===== src/rtl/addr_gen_pipe.sv =====
// addr_gen_pipe: pipelined PC/BaseR + IR-offset address adder with
// valid/ready handshake, carry-out and word-misalignment flag.
// Ports: CLK, RST_N (async, active low)
//   request : IN_VALID/IN_READY, ADDR1_SEL, ADDR2_SEL, LSHFT, WORD,
//             IR, PC, SR1
//   result  : OUT_VALID/OUT_READY, OUT, CARRY, MISALIGNED
module addr_gen_pipe #(
    parameter int WIDTH       = 16,
    parameter int PIPE_STAGES = 2
) (
    input  logic             CLK,
    input  logic             RST_N,
    input  logic             IN_VALID,
    output logic             IN_READY,
    input  logic             ADDR1_SEL,
    input  logic [1:0]       ADDR2_SEL,
    input  logic             LSHFT,
    input  logic             WORD,
    input  logic [15:0]      IR,
    input  logic [WIDTH-1:0] PC,
    input  logic [WIDTH-1:0] SR1,
    output logic             OUT_VALID,
    input  logic             OUT_READY,
    output logic [WIDTH-1:0] OUT,
    output logic             CARRY,
    output logic             MISALIGNED
);

    logic [WIDTH-1:0] base_d;
    logic [WIDTH-1:0] off_ext;
    logic [WIDTH-1:0] off_d;
    logic             unused_ir;

    logic             out_v_q;
    logic [WIDTH-1:0] out_q;
    logic             carry_q;
    logic             mis_q;
    logic             in_rdy;

    assign unused_ir = ^IR[15:11];

    always_comb begin
        off_ext = '0;
        unique case (ADDR2_SEL)
            2'd0: off_ext = '0;
            2'd1: off_ext = {{(WIDTH-6){IR[5]}}, IR[5:0]};
            2'd2: off_ext = {{(WIDTH-9){IR[8]}}, IR[8:0]};
            2'd3: off_ext = {{(WIDTH-11){IR[10]}}, IR[10:0]};
            default: off_ext = '0;
        endcase
    end

    assign off_d  = LSHFT ? {off_ext[WIDTH-2:0], 1'b0} : off_ext;
    assign base_d = ADDR1_SEL ? SR1 : PC;

    generate
        if (PIPE_STAGES == 1) begin : g_one
            logic [WIDTH:0] sum_d;
            logic           adv;

            assign sum_d = {1'b0, base_d} + {1'b0, off_d};
            assign adv   = !out_v_q || OUT_READY;
            assign in_rdy = adv;

            always_ff @(posedge CLK or negedge RST_N) begin
                if (!RST_N) begin
                    out_v_q <= 1'b0;
                    out_q   <= '0;
                    carry_q <= 1'b0;
                    mis_q   <= 1'b0;
                end else if (adv) begin
                    out_v_q <= IN_VALID;
                    if (IN_VALID) begin
                        out_q   <= sum_d[WIDTH-1:0];
                        carry_q <= sum_d[WIDTH];
                        mis_q   <= WORD & sum_d[0];
                    end
                end
            end
        end else begin : g_two
            logic             s1_v_q;
            logic [WIDTH-1:0] s1_base_q;
            logic [WIDTH-1:0] s1_off_q;
            logic             s1_word_q;
            logic [WIDTH:0]   sum_d;
            logic             adv1;
            logic             adv2;

            assign sum_d  = {1'b0, s1_base_q} + {1'b0, s1_off_q};
            assign adv2   = !out_v_q || OUT_READY;
            assign adv1   = !s1_v_q || adv2;
            assign in_rdy = adv1;

            always_ff @(posedge CLK or negedge RST_N) begin
                if (!RST_N) begin
                    s1_v_q    <= 1'b0;
                    s1_base_q <= '0;
                    s1_off_q  <= '0;
                    s1_word_q <= 1'b0;
                end else if (adv1) begin
                    s1_v_q <= IN_VALID;
                    if (IN_VALID) begin
                        s1_base_q <= base_d;
                        s1_off_q  <= off_d;
                        s1_word_q <= WORD;
                    end
                end
            end

            always_ff @(posedge CLK or negedge RST_N) begin
                if (!RST_N) begin
                    out_v_q <= 1'b0;
                    out_q   <= '0;
                    carry_q <= 1'b0;
                    mis_q   <= 1'b0;
                end else if (adv2) begin
                    out_v_q <= s1_v_q;
                    if (s1_v_q) begin
                        out_q   <= sum_d[WIDTH-1:0];
                        carry_q <= sum_d[WIDTH];
                        mis_q   <= s1_word_q & sum_d[0];
                    end
                end
            end
        end
    endgenerate

    assign IN_READY   = in_rdy;
    assign OUT_VALID  = out_v_q;
    assign OUT        = out_q;
    assign CARRY      = carry_q;
    assign MISALIGNED = mis_q;

endmodule

===== config.mk =====
export PLATFORM = sky130hd
export DESIGN_NAME = addr_gen_pipe
export DESIGN_NICKNAME = d
export VERILOG_FILES = /design/src/rtl/addr_gen_pipe.sv
export SDC_FILE = /design/constraint.sdc
export NUM_CORES = 1
export LEC_CHECK = 0
export ABC_AREA = 1
export CORE_ASPECT_RATIO = 2
export CORE_MARGIN = 4
export CORE_UTILIZATION = 64
export CTS_CLUSTER_SIZE = 14
export DETAILED_ROUTE_END_ITERATION = 10
export DONT_BUFFER_PORTS = 1
export PLACE_DENSITY = 0.81
export REMOVE_ABC_BUFFERS = 1
export SETUP_SLACK_MARGIN = 0.3
export SLEW_MARGIN = 25
export SYNTH_ARGS = -nofsm -noshare
export SYNTH_HDL_FRONTEND = slang
export SYNTH_SLANG_ARGS = --single-unit

===== constraint.sdc =====
create_clock -name CLK -period 1.9 [get_ports CLK]
set_clock_uncertainty 0.05 [all_clocks]
set_input_delay 0.38 -clock CLK [delete_from_list [all_inputs] [get_ports CLK]]
set_output_delay 0.38 -clock CLK [all_outputs]
set_load 0.1 [all_outputs]

# Yosys cells after proc, flatten, opt, wreduce, memory -nomap -nowiden
# Index checks and enable logic that the tools add are counted.
# op_classes
mul	0
reduce_logical	7
eq_ne	3
muxes	3
order_cmp	0
n_shift	0
n_bitwise	1
add_sub_neg	1
n_div	0
# op_table
cell	count
one-hot mux 16 bit (4 select lines)	1
two-way mux 16 bit	2
adder 16 x 16 -> 17 bit	1
== test 2 bit, second input constant	2
AND reduction 2 bit	2
== test 2 x 1 -> 1 bit, second input constant	1
zero test 1 bit	2
zero test 2 bit	1
logical OR 1 bit	2
bitwise AND 1 bit	1
# totals
ramBits	0
latchBits	0
in_bits	57
mem_bits_ro	0
regBits	53
word_cells	23
out_inout_bits	20
mem_count	0

# Logic depth before layout (Yosys ltp)
# Gate-level depths: netlist (run 1).
# depth
depth_word	4
ltp_mapped	11
depth_no_buf	11

# Least setup slack after synthesis (run 1)
# OpenSTA, ideal clock, no wires.
# synth_timing
path_kind	flip-flop to flip-flop
start	register out_v_q, in the netlist OUT_VALID
end	register g_two.s1_off_q[1]
path_slack_ns	-0.598
setup_ns	0.121
arrival_time_ns	2.327
path_stages_with_launch	6
n_path_buf	1
t_required_ns	1.729
synth_period_minus_slack_ns	2.498
path_cell_list	dfrtp_1 nand3_2 nand2_1 inv_1 buf_2 o22a_1
# synth_between
elab_chain_len	4
# synth_rtl
item	line	rtl
from (decl)	34	logic out_v_q;
from (signal assigned)	117	out_v_q <= s1_v_q;
zero test 1 bit	90	assign adv2 = !out_v_q || OUT_READY;
logical OR 1 bit	90	
logical OR 1 bit	91	assign adv1 = !s1_v_q || adv2;
named net IN_READY	14	output logic IN_READY,
AND reduction 2 bit (no source line)	--	
to (signal assigned)	98	s1_off_q <= '0;
to (signal assigned)	104	s1_off_q <= off_d;
to (decl)	83	logic [WIDTH-1:0] s1_off_q;
# The timed path passes the listed nets, and every way through them passes these cells.
# A chain may end at the register's enable or synchronous reset.

# Worst setup path after layout (run 1)
# layout_timing
start	register g_two.s1_off_q[0]
end	register out_q[8], in the netlist OUT[8]
# layout_between
elab_chain_len	1
# layout_rtl
item	line	rtl
adder 16 x 16 -> 17 bit	89	assign sum_d = {1'b0, s1_base_q} + {1'b0, s1_off_q};
to (signal assigned)	119	out_q <= sum_d[WIDTH-1:0];
to (decl)	35	logic [WIDTH-1:0] out_q;
# No other way between the ends.

==> impl_results.rst, run 1 <==
.. list-table::
   :header-rows: 1

   * - Metric
     - Value
   * - Post-Place Worst Slack
     - 0.0380 ns
   * - Setup crit start kind
     - register
   * - Vias in the first global route
     - 2817
   * - First DRT Iteration DRCs
     - 113
   * - CTS tree
     - done
   * - Setup slack of the worst register-to-register path
     - 0.11 ns
   * - Routed WL per cell
     - 15.2 µm
   * - Design Power
     - 5.75 mW
   * - Count of final hold-check violations
     - 0
   * - Total via count after detailed routing
     - 2889
   * - Total wire length
     - 7910 µm
   * - Fraction of synthesized cell area taken by the top area cell type
     - 39.1%
   * - Number of pins exceeding their max-slew limit in the final report
     - 0
   * - Layout Utilization
     - 81.0%
   * - Antenna violations before repair
     - 0
   * - DRC violation count after routing
     - 0
   * - Required time worst endpoint
     - 2.07 ns
   * - Total of warnings raised by yosys
     - 0
   * - Final worst slack
     - 0.115 ns
   * - Placeable core region
     - 4690 µm²
   * - Count of distinct cell types in the synthesized netlist
     - 30
   * - Total inserted antenna cells
     - 0
   * - H-tree levels
     - 2
   * - Average footprint of a synthesized cell
     - 7.17 µm²
   * - Cell types occupying the most area after synthesis
     - sky130_fd_sc_hd__dfrtp_1, sky130_fd_sc_hd__nand2_1, sky130_fd_sc_hd__o21ai_0, sky130_fd_sc_hd__ha_1, sky130_fd_sc_hd__inv_1
   * - Hold/Removal Path Class
     - input port to register
   * - Post-Syn Area
     - 3140 µm²
   * - FFs w/ async S/R, synth
     - 100%
   * - Timing startpoint of the critical path
     - g_two.s1_off_q[0]
   * - Fraction of the cycle the final worst path needs
     - 94.0%
   * - Critical Path Sink Type
     - register
   * - Capture point of the worst path
     - OUT[8]
   * - Final global-route overflow total
     - 0
   * - Routability cong.
     - 0.883
   * - IO Count
     - 77
   * - Clock power frac
     - 13.5%
   * - Count of flip-flops with a built-in enable after synthesis
     - 0
   * - Worst slew margin
     - 77.7%
   * - Total number of placement rows
     - 35
   * - Die Y-Extent
     - 107 µm
   * - Clock transition time at the flip-flop clock pins of the worst setup and hold paths
     - 0.10 ns
   * - Worst-Margin Slew
     - 0.334 ns
   * - Switching share of power
     - 53.3%
   * - Outcome
     - completed
   * - Tmin final
     - 1.79 ns
   * - WHS
     - 0.0980 ns
   * - Launching point of the worst reg2reg path
     - g_two.s1_off_q[0]
   * - CTS Sinks
     - 49
   * - Largest area contributor in the netlist
     - sky130_fd_sc_hd__dfrtp_1
   * - Antenna viol nets, final
     - 0
   * - Portion of total power attributed to sequential cells
     - 26.4%
   * - Internal power consumption
     - 2.69 mW
   * - Total Negative Setup Slacks
     - 0 ns
   * - Number of placed instances with taps included
     - 501
   * - Number of buffers on the longest clock path
     - 2
   * - Post-detailed-placement cell area
     - 3310 µm²
   * - Die outline area
     - 6160 µm²
   * - Maximum number of pins on one net before global-route repair
     - 50
   * - Reg2reg end
     - OUT[8]
   * - Finished Cell Area
     - 3800 µm²
   * - Clock buffer count from CTS
     - 5
   * - Logic pwr share
     - 60.0%
   * - Horizontal extent of the die
     - 57.5 µm
   * - Max cap viols
     - 0
   * - Path depth of the worst reg2reg path
     - 10
   * - Count of final setup violators
     - 0
   * - Peak Freq
     - 0.560 GHz
   * - Register bit count reported by yosys
     - 49
   * - List of most frequent post-synthesis cells
     - sky130_fd_sc_hd__nand2_1, sky130_fd_sc_hd__inv_1, sky130_fd_sc_hd__dfrtp_1
   * - Dominant register cell in the synthesized netlist
     - sky130_fd_sc_hd__dfrtp_1
   * - Net switching power figure
     - 3.06 mW
   * - Library cell with the highest instance count after synthesis
     - sky130_fd_sc_hd__nand2_1
   * - Ratio of total power to cell area
     - 1510 nW/µm²
   * - Kind of critical path
     - register to register
   * - Max IR drop VDD
     - 1.15 mV
   * - Share of final-layout standard cells stronger than drive strength 1
     - 21.3%
   * - Clock root buffer
     - sky130_fd_sc_hd__clkbuf_8
   * - Unrepaired setup endpoints after global routing
     - yes
   * - Count of port buffers added during placement
     - 0
   * - First-pass GRT wire length
     - 12300 µm
   * - Starting utilization of the core area
     - 67.0%
   * - Layout net count
     - 538
   * - Per-cell via count in the routed design
     - 5.56
   * - Global Route Usage Sum
     - 25.3%
   * - Number of standard cells in the final layout excluding fillers
     - 520
   * - Static leakage
     - 1.95 nW
   * - Area added between synthesis and finish
     - 21.0%
   * - Worst Path Arrival
     - 1.95 ns
   * - Largest fanout on the critical path
     - 3
   * - Worst skew pair latency
     - 0.32 ns
   * - Detailed Routing Iterations Pass 1
     - 4
   * - Sequential-to-total area share from yosys stat
     - 39.1%
   * - Post-synthesis cell count
     - 438
   * - Final HPWL from detailed placement
     - 5140 µm
-- per-layer routing --
| metal | GRT usage [%] | part of all wire [%] |
|---|---|---|
| met1 | 27.4 | 37 |
| met2 | 46.3 | 55 |
| met3 | 4.46 | 4.9 |
| met4 | 10.8 | 3.0 |
| met5 | 0 | 0 |
-- worst max-delay path: stages, from the launching register on --
cell and delay (ns):
sky130_fd_sc_hd__dfrtp_1 0.40, sky130_fd_sc_hd__ha_2 0.20, sky130_fd_sc_hd__fa_2 0.34, sky130_fd_sc_hd__nand2_2 0.08, sky130_fd_sc_hd__nand2_2 0.06, sky130_fd_sc_hd__and2_4 0.17
sky130_fd_sc_hd__nand2_4 0.06, sky130_fd_sc_hd__nand2_2 0.05, sky130_fd_sc_hd__xor2_1 0.14, sky130_fd_sc_hd__nand2_1 0.06, sky130_fd_sc_hd__nand2_1 0.06
-- power by group through the flow --
stage	sequential [mW]	combinational (mW)	clock (mW)
finish	1.52	3.45	0.779
global route	1.55	3.67	0.819
detailed placement	1.49	3.03	0
floorplan	2.84	1.07	0
CTS	1.52	3.28	0.764
global placement	1.48	2.96	0
-- placed cells by master, fill, tap and decap left out, types with 5 or more instances in the layout --
cell / synthesis / routed
sky130_fd_sc_hd__a21oi_1: 12 / 9
sky130_fd_sc_hd__buf_4: 2 / 32
sky130_fd_sc_hd__clkbuf_8: 0 / 5
sky130_fd_sc_hd__dfrtp_1: 49 / 48
sky130_fd_sc_hd__ha_4: 0 / 13
sky130_fd_sc_hd__inv_1: 52 / 50
sky130_fd_sc_hd__inv_2: 5 / 5
sky130_fd_sc_hd__nand2_1: 157 / 145
sky130_fd_sc_hd__nand2_2: 6 / 13
sky130_fd_sc_hd__nand2_4: 1 / 6
sky130_fd_sc_hd__nand3_1: 18 / 16
sky130_fd_sc_hd__nand3b_1: 5 / 5
sky130_fd_sc_hd__nor2_1: 22 / 21
sky130_fd_sc_hd__o21ai_0: 44 / 43
sky130_fd_sc_hd__o21ai_1: 4 / 5
sky130_fd_sc_hd__o22a_1: 9 / 9
-- area by class of cell --
type | count | area, µm²
clock buffer | 5 | 68.8
tap | 55 | 68.8
fill | 302 | 888
timing repair buffer | 34 | 278
multi-input combinational | 317 | 1890
inverter | 57 | 221
clock inverter | 3 | 43.8
sequential | 49 | 1230
-- repair_timing --
item                                    in CTS  in global routing
resized for setup                           36                 13
hold endpoints to repair                    49                  0
endpoints found under the setup margin      13                 23
pin swaps                                   10                  9
buffers inserted                             5                  4
hold buffers                                 2                  0
gates cloned                                 0                  0
-- how the worst min path moves through the flow --
stage	start	end	cells past startpoint
3_3_place_gp	RST_N	CARRY	0
5_1_grt	LSHFT	g_two.s1_off_q[0]	1
6_report	LSHFT	g_two.s1_off_q[0]	1
4_1_cts	LSHFT	g_two.s1_off_q[0]	1
3_5_place_dp	RST_N	OUT[12]	0
2_1_floorplan	RST_N	CARRY	0
-- sequential cells by signal (all words and copies together) (netlist names) --
register	flops
g_two.s1_word_q	1
g_two.s1_base_q	16
g_two.s1_v_q	1
MISALIGNED	1
g_two.s1_off_q	12
OUT	16
CARRY	1
OUT_VALID	1
-- cell families (layout without fill, tap and decap cells) --
| logic type | after synthesis | in the layout | share of synthesized area [%] |
|---|---|---|---|
| AO/OA/AOI/OAI | 71 | 71 | 12.6 |
| adder cells (fa/ha/maj) | 17 | 17 | 7.01 |
| flip-flops | 49 | 49 | 39.1 |
| AND/OR/NAND/NOR | 225 | 225 | 31.0 |
| XOR/XNOR | 4 | 4 | 1.12 |
| buffers and inverters | 72 | 99 | 9.17 |
Power figures use the tool's default switching activity.
==> inputs of run 2 (changes only) <==
--- a/config.mk
+++ b/config.mk
@@ -12,6 +12,7 @@
 export CTS_CLUSTER_SIZE = 14
 export DETAILED_ROUTE_END_ITERATION = 10
 export DONT_BUFFER_PORTS = 1
+export HOLD_SLACK_MARGIN = 0.05
 export PLACE_DENSITY = 0.81
 export REMOVE_ABC_BUFFERS = 1
 export SETUP_SLACK_MARGIN = 0.3
==> results of run 2 <==
Same layout as run 1: the final DEF is identical, and so are final timing and power.
